## config.mk

```make
export PLATFORM = sky130hd
export DESIGN_NAME = pool1_ctrl
export DESIGN_NICKNAME = d
export VERILOG_FILES = /design/src/rtl/lenet_pkg.sv /design/src/rtl/pool_win_addr_gen.sv /design/src/rtl/pool1_ctrl.sv
export SDC_FILE = /design/constraint.sdc
export NUM_CORES = 1
export LEC_CHECK = 0
export CORE_ASPECT_RATIO = 0.75
export CORE_UTILIZATION = 35
export DETAILED_ROUTE_END_ITERATION = 12
export PLACE_DENSITY = 0.55
export SETUP_SLACK_MARGIN = 0.15
export SYNTH_ARGS = -nofsm -noshare
export SYNTH_HDL_FRONTEND = slang
export SYNTH_SLANG_ARGS = --single-unit
```

## constraint.sdc

```tcl
create_clock -name clk -period 2.7 [get_ports clk]
set_input_delay 0.405 -clock clk [delete_from_list [all_inputs] [get_ports clk]]
set_output_delay 0.405 -clock clk [all_outputs]
set_load 0.02 [all_outputs]
```

## src/rtl/lenet_pkg.sv

```systemverilog
// Shared constants, state encoding and address-width helpers for the LeNet layer sequencers.
`timescale 1ns/1ps
package lenet_pkg;

  function automatic int addr_bits(input int depth);
    return (depth > 1) ? $clog2(depth) : 1;
  endfunction

  localparam int POOL1_MAP_W = 28;
  localparam int POOL1_OUT_W = POOL1_MAP_W / 2;
  localparam int POOL1_RA_W  = addr_bits(POOL1_MAP_W * POOL1_MAP_W);
  localparam int POOL1_WA_W  = addr_bits(POOL1_OUT_W * POOL1_OUT_W);

  typedef enum logic [1:0] {
    ST_IDLE  = 2'd0,
    ST_RUN   = 2'd1,
    ST_DRAIN = 2'd2,
    ST_DONE  = 2'd3
  } pool_state_t;

endpackage

```

## src/rtl/pool_win_addr_gen.sv

```systemverilog
// Walks non-overlapping 2x2 windows row by row and produces the f2 read address
// and f3 pixel index from running bases, so no multiplier is needed.
`timescale 1ns/1ps
module pool_win_addr_gen
  import lenet_pkg::*;
#(
  parameter int MAP_W = POOL1_MAP_W,
  parameter int OUT_W = MAP_W / 2,
  parameter int RA_W  = POOL1_RA_W,
  parameter int WA_W  = POOL1_WA_W
) (
  input  logic            clk,
  input  logic            rst_n,
  input  logic            clear,
  input  logic            step,
  output logic [RA_W-1:0] raddr,
  output logic [WA_W-1:0] waddr,
  output logic [1:0]      phase,
  output logic            last
);

  localparam int CW = addr_bits(OUT_W);

  logic [CW-1:0]   col;
  logic [CW-1:0]   row;
  logic [1:0]      p;
  logic [RA_W-1:0] win_base;
  logic [WA_W-1:0] pix;
  logic [RA_W-1:0] offset;
  logic            col_end;
  logic            row_end;

  assign col_end = (col == CW'(OUT_W - 1));
  assign row_end = (row == CW'(OUT_W - 1));
  assign last    = (p == 2'd3) && col_end && row_end;

  // Advance phase every read; at the end of a window move to the next window,
  // jumping down two map rows when the column wraps, and fold back to zero after the last one.
  always_ff @(posedge clk or negedge rst_n) begin
    if (!rst_n) begin
      col      <= '0;
      row      <= '0;
      p        <= '0;
      win_base <= '0;
      pix      <= '0;
    end else if (clear) begin
      col      <= '0;
      row      <= '0;
      p        <= '0;
      win_base <= '0;
      pix      <= '0;
    end else if (step) begin
      p <= p + 2'd1;
      if (p == 2'd3) begin
        if (last) begin
          col      <= '0;
          row      <= '0;
          win_base <= '0;
          pix      <= '0;
        end else if (col_end) begin
          col      <= '0;
          row      <= row + CW'(1);
          win_base <= win_base + RA_W'(MAP_W + 2);
          pix      <= pix + WA_W'(1);
        end else begin
          col      <= col + CW'(1);
          win_base <= win_base + RA_W'(2);
          pix      <= pix + WA_W'(1);
        end
      end
    end
  end

  // Offset of the current window element: top-left, top-right, bottom-left, bottom-right.
  always_comb begin
    offset = '0;
    case (p)
      2'd0:    offset = '0;
      2'd1:    offset = RA_W'(1);
      2'd2:    offset = RA_W'(MAP_W);
      default: offset = RA_W'(MAP_W + 1);
    endcase
  end

  assign raddr = win_base + offset;
  assign waddr = pix;
  assign phase = p;

endmodule

```

## src/rtl/pool1_ctrl.sv

```systemverilog
// Pool1 sequencer: FSM issuing f2 reads for every 2x2 window, plus the delay
// pipeline that lines up the clear marker and f3 writes with RAM and pool latency.
`timescale 1ns/1ps
module pool1_ctrl
  import lenet_pkg::*;
#(
  parameter int MAP_W = POOL1_MAP_W,
  parameter int OUT_W = MAP_W / 2,
  parameter int RA_W  = POOL1_RA_W,
  parameter int WA_W  = POOL1_WA_W
) (
  input  logic            clk,
  input  logic            rst_n,
  input  logic            pool1_start,
  output logic            pool1_busy,
  output logic            pool1_done,
  output logic            f2_ren,
  output logic [RA_W-1:0] f2_raddr,
  output logic            pool1_clr,
  output logic            f3_wen,
  output logic [WA_W-1:0] f3_waddr
);

  pool_state_t     state_q;
  pool_state_t     state_d;
  logic            gen_clear;
  logic            gen_step;
  logic            gen_last;
  logic [1:0]      gen_phase;
  logic [RA_W-1:0] gen_raddr;
  logic [WA_W-1:0] gen_waddr;
  logic            clr_d1;
  logic            wen_d1;
  logic            wen_d2;
  logic [WA_W-1:0] waddr_d1;
  logic [WA_W-1:0] waddr_d2;

  assign gen_clear = (state_q == ST_IDLE);
  assign gen_step  = (state_q == ST_RUN);

  pool_win_addr_gen #(
    .MAP_W (MAP_W),
    .OUT_W (OUT_W),
    .RA_W  (RA_W),
    .WA_W  (WA_W)
  ) u_addr_gen (
    .clk   (clk),
    .rst_n (rst_n),
    .clear (gen_clear),
    .step  (gen_step),
    .raddr (gen_raddr),
    .waddr (gen_waddr),
    .phase (gen_phase),
    .last  (gen_last)
  );

  // State register.
  always_ff @(posedge clk or negedge rst_n) begin
    if (!rst_n) state_q <= ST_IDLE;
    else        state_q <= state_d;
  end

  // Next state: start only from idle, drain until the final write has gone out.
  always_comb begin
    state_d = state_q;
    case (state_q)
      ST_IDLE:  if (pool1_start) state_d = ST_RUN;
      ST_RUN:   if (gen_last)    state_d = ST_DRAIN;
      ST_DRAIN: if (wen_d2)      state_d = ST_DONE;
      default:                   state_d = ST_IDLE;
    endcase
  end

  // State-decoded outputs; the read address is held at zero outside the read phase.
  always_comb begin
    pool1_busy = (state_q != ST_IDLE);
    pool1_done = (state_q == ST_DONE);
    f2_ren     = (state_q == ST_RUN);
    f2_raddr   = (state_q == ST_RUN) ? gen_raddr : '0;
  end

  // Clear marker trails the first read by one cycle (RAM latency); the write trails
  // the last read by two (RAM latency plus the pool register), with its pixel index.
  always_ff @(posedge clk or negedge rst_n) begin
    if (!rst_n) begin
      clr_d1   <= 1'b0;
      wen_d1   <= 1'b0;
      wen_d2   <= 1'b0;
      waddr_d1 <= '0;
      waddr_d2 <= '0;
    end else begin
      clr_d1   <= gen_step && (gen_phase == 2'd0);
      wen_d1   <= gen_step && (gen_phase == 2'd3);
      wen_d2   <= wen_d1;
      waddr_d1 <= gen_waddr;
      waddr_d2 <= waddr_d1;
    end
  end

  assign pool1_clr = clr_d1;
  assign f3_wen    = wen_d2;
  assign f3_waddr  = waddr_d2;

endmodule

```

==> results.json <==
{
  "outcome": "finished clean",
  "synth_commonest_cells": "48 x dfrtp_1, 17 x a21oi_1, 17 x ha_1, 16 x nor2_1, 15 x o21ai_0",
  "rows": 25,
  "fmax_ghz": 0.4061,
  "globalRouteMet3Util": 0.03195,
  "n_fill_cell": 630,
  "globalRouteMet2Util": 0.2121,
  "cts_made_buffers": 5,
  "clk_latency_ns": 0.30,
  "tritoncts": "yes",
  "postRouteAntennaNets": 0,
  "ff2ff_path_depth": 9,
  "r2r-start": "u_addr_gen.col[1]",
  "grt_usage": 0.1446,
  "fin_setup_tns_ns": 0,
  "cap_violations": 0,
  "synth_nets": 255,
  "crit_fanout": 6,
  "min_path_cells": 0,
  "syn_area_um2": 2430,
  "drive_gt1_frac": 0.1132,
  "yosys.area.top_type": "dfrtp_1",
  "synth-seq-cells": 48,
  "nets": 284,
  "path_class": "reg2out",
  "yosys.cell_types.count": 48,
  "skew_ns": 0.01112,
  "critPathMaxStageDelay_ns": 0.47,
  "clkTransAtPathRegs_ns": 0.09,
  "ys_warn_count": 0,
  "async_flop_share": 1.000,
  "viasPerCell": 5.191,
  "wl_per_cell_um": 13.58,
  "vias": 1796,
  "avgSynthCellArea_um2": 10.34,
  "area_growth_pct": 19.26,
  "fp.dieW_um": 98.21,
  "post-route-period-util": 0.9120,
  "antenna_found_initial": 0,
  "die_area_um2": 7283,
  "cp-start-kind": "flip-flop",
  "grt_pass1_vias": 1653,
  "synth_area_leaders": "dfrtp_1 49%, ha_1 8.8%, a21oi_1 3.5%, o21ai_0 3.1%, xor2_1 2.9%",
  "peakVddDrop_uv": 418.7,
  "synth_top_area_share": 0.4943,
  "cp_cell_sequence": "ha_4 -> a21o_1 -> a21oi_2 -> xnor2_1 -> and2_1 -> dlygate4sd2_1",
  "die_y_um": 74.16,
  "htreeDepth": 2,
  "cp_data_arrival_time_ns": 2.06,
  "io_buffers": 25,
  "place_area_um2": 2761,
  "p_leak_nw": 1.327,
  "grt_max_degree": 36,
  "required_ns": 2.30,
  "drt_iter0_drc": 107,
  "yosysSeqAreaShare": 0.4943,
  "synth_flop_cell": "dfrtp_1",
  "rsz0062_at_grt": "true",
  "antenna_cells": 0,
  "r2r_setup_slack_ns": 0.56,
  "crit_path_top_delay_cell": "dfrtp_2",
  "yosysMostFrequentCell": "dfrtp_1",
  "crit-reg2reg-capture": "u_addr_gen.win_base[7]",
  "grt.busiest_layer": "met1",
  "period_needed_ns": 2.463,
  "holdPathEnd": "f3_waddr[4]",
  "clock_path_buffers": 2,
  "syn_inst": 235,
  "timing.hold.ws_ns": 0.3539,
  "first_pass_iters": 8,
  "finalInstanceArea_um2": 2898,
  "dpl.hpwl_mm": 3.262,
  "overflow": 0,
  "coreArea_um2": 6506,
  "postRouteWirelength_mm": 4.700,
  "crit_start": "u_addr_gen.phase[1]",
  "drc": 0,
  "grt_first_pass_wirelength_mm": 8.162,
  "start_util": 0.3735,
  "cts.sink_count": 48,
  "slew_viol_final": 0,
  "gr-usage-met1": 0.2139,
  "setup_viol_count_final": 0,
  "synth_edf_count": 0,
  "cts-root-buf": "clkbuf_8",
  "place_congestion": 0.7567,
  "crit_path_end_kind": "primary output",
  "power_density_nw_per_um2": 664.5,
  "hold_class": "reg2reg",
  "hp-start": "waddr_d1[4]",
  "final_hold_viol_count": 0,
  "pin_count": 26
}
[layout make-up]
| type | instances | area [um^2] | share of cell area |
|---|---|---|---|
| flip-flops and latches | 48 | 1204 | 0.4154 |
| inverters | 11 | 41.29 | 0.01425 |
| repair buffers | 32 | 290.3 | 0.1002 |
| well taps | 81 | 101.3 | 0.03497 |
| multi-input cells | 166 | 1146 | 0.3955 |
| clock inverters | 3 | 46.29 | 0.01598 |
| clock buffers | 5 | 68.82 | 0.02375 |
[state kept, by name, indices dropped and copies added (netlist names)]
register,cells
u_addr_gen.waddr,8
wen_d1,1
pool1_clr,1
state_q,2
f3_wen,1
u_addr_gen.phase,2
u_addr_gen.win_base,9
waddr_d1,8
f3_waddr,8
u_addr_gen.row,4
u_addr_gen.col,4
[where the power goes]
part           switching [mW]  internal [mW]
clock                   0.253          0.279
sequential             0.0441          0.764
combinational           0.354          0.232
[through the flow]
| stage | std cells | power [mW] | util | setup slack [ns] |
|---|---|---|---|---|
| 3_5_place_dp | 337 | 1.408 | 0.4244 | 0.05694 |
| 6_report | 346 | 1.926 | 0.4454 | 0.2375 |
| 4_1_cts | 346 | 1.955 | 0.4462 | 0.1069 |
| 2_1_floorplan | 235 | 1.210 | - | 0.4594 |
| 3_3_place_gp | 337 | 1.405 | 0.4244 | 0.09680 |
| 5_1_grt | 346 | 2.056 | 0.4454 | 0.1407 |
[cell families after synthesis]
group	count (synthesis)	synth area share
simple gates	76	0.1674
compound gates	55	0.1426
flops	48	0.4943
buf+inv	21	0.04171
fa+ha+maj	17	0.08754
xor+xnor	11	0.03965
mux	6	0.02523
other cells	1	0.001543
[worst max-delay path: cells and delay by family (launching register included)]
kind	cells	cell delay (ns)
AO/OA/AOI/OAI	2	0.43
XOR/XNOR	1	0.14
adder cells (fa/ha/maj)	1	0.27
buffers and inverters	1	0.32
flip-flops	1	0.47
AND/OR/NAND/NOR	1	0.12
[repair_timing]
item | CTS | global route
endpoints found under the setup margin | 6 | 5
setup buffers | 0 | 0
pin swaps | 0 | 0
hold endpoints to repair | 13 | 0
resized for setup | 15 | 8
hold buffers | 1 | 0
[per-layer routing]
metal | wire length [um] | vias up | share of wire
li1 | - | 894 | -
met1 | 2564 | 855 | 0.55
met4 | 46 | 0 | 0.0098
met3 | 186 | 6 | 0.040
met2 | 1903 | 41 | 0.40
met5 | 0 | - | 0
[cells in the final DEF (no fill, tap or decap), types with 2 or more instances in the layout]
cell and count:
a211oi_1 2, a21boi_0 3, a21o_1 3, a21oi_1 16, a22o_1 2, and2_1 5, and3_1 3, buf_2 2
buf_4 6, clkbuf_8 5, clkdlybuf4s15_2 2, clkdlybuf4s50_1 18, dfrtp_1 46, dfrtp_2 2, dlygate4sd2_1 2, ha_1 15
inv_1 11, mux2i_1 5, nand2_1 13, nand2b_1 2, nand3_1 6, nand4_1 8, nor2_1 16, nor3_1 5
nor3b_1 2, nor4_1 2, o211a_1 2, o21ai_0 14, o21ai_1 2, or3_1 8, xnor2_1 3, xor2_1 8
[worst max-delay path by stage]
stage,end,slack (ns)
after floorplan,f2_raddr[9],0.46
after global placement,f2_raddr[9],0.1
after detailed placement,f2_raddr[9],0.06
after CTS,f2_raddr[9],0.11
after global routing,f2_raddr[9],0.14
final,f2_raddr[5],0.24
Note: power is estimated with default switching activity, not from simulation.
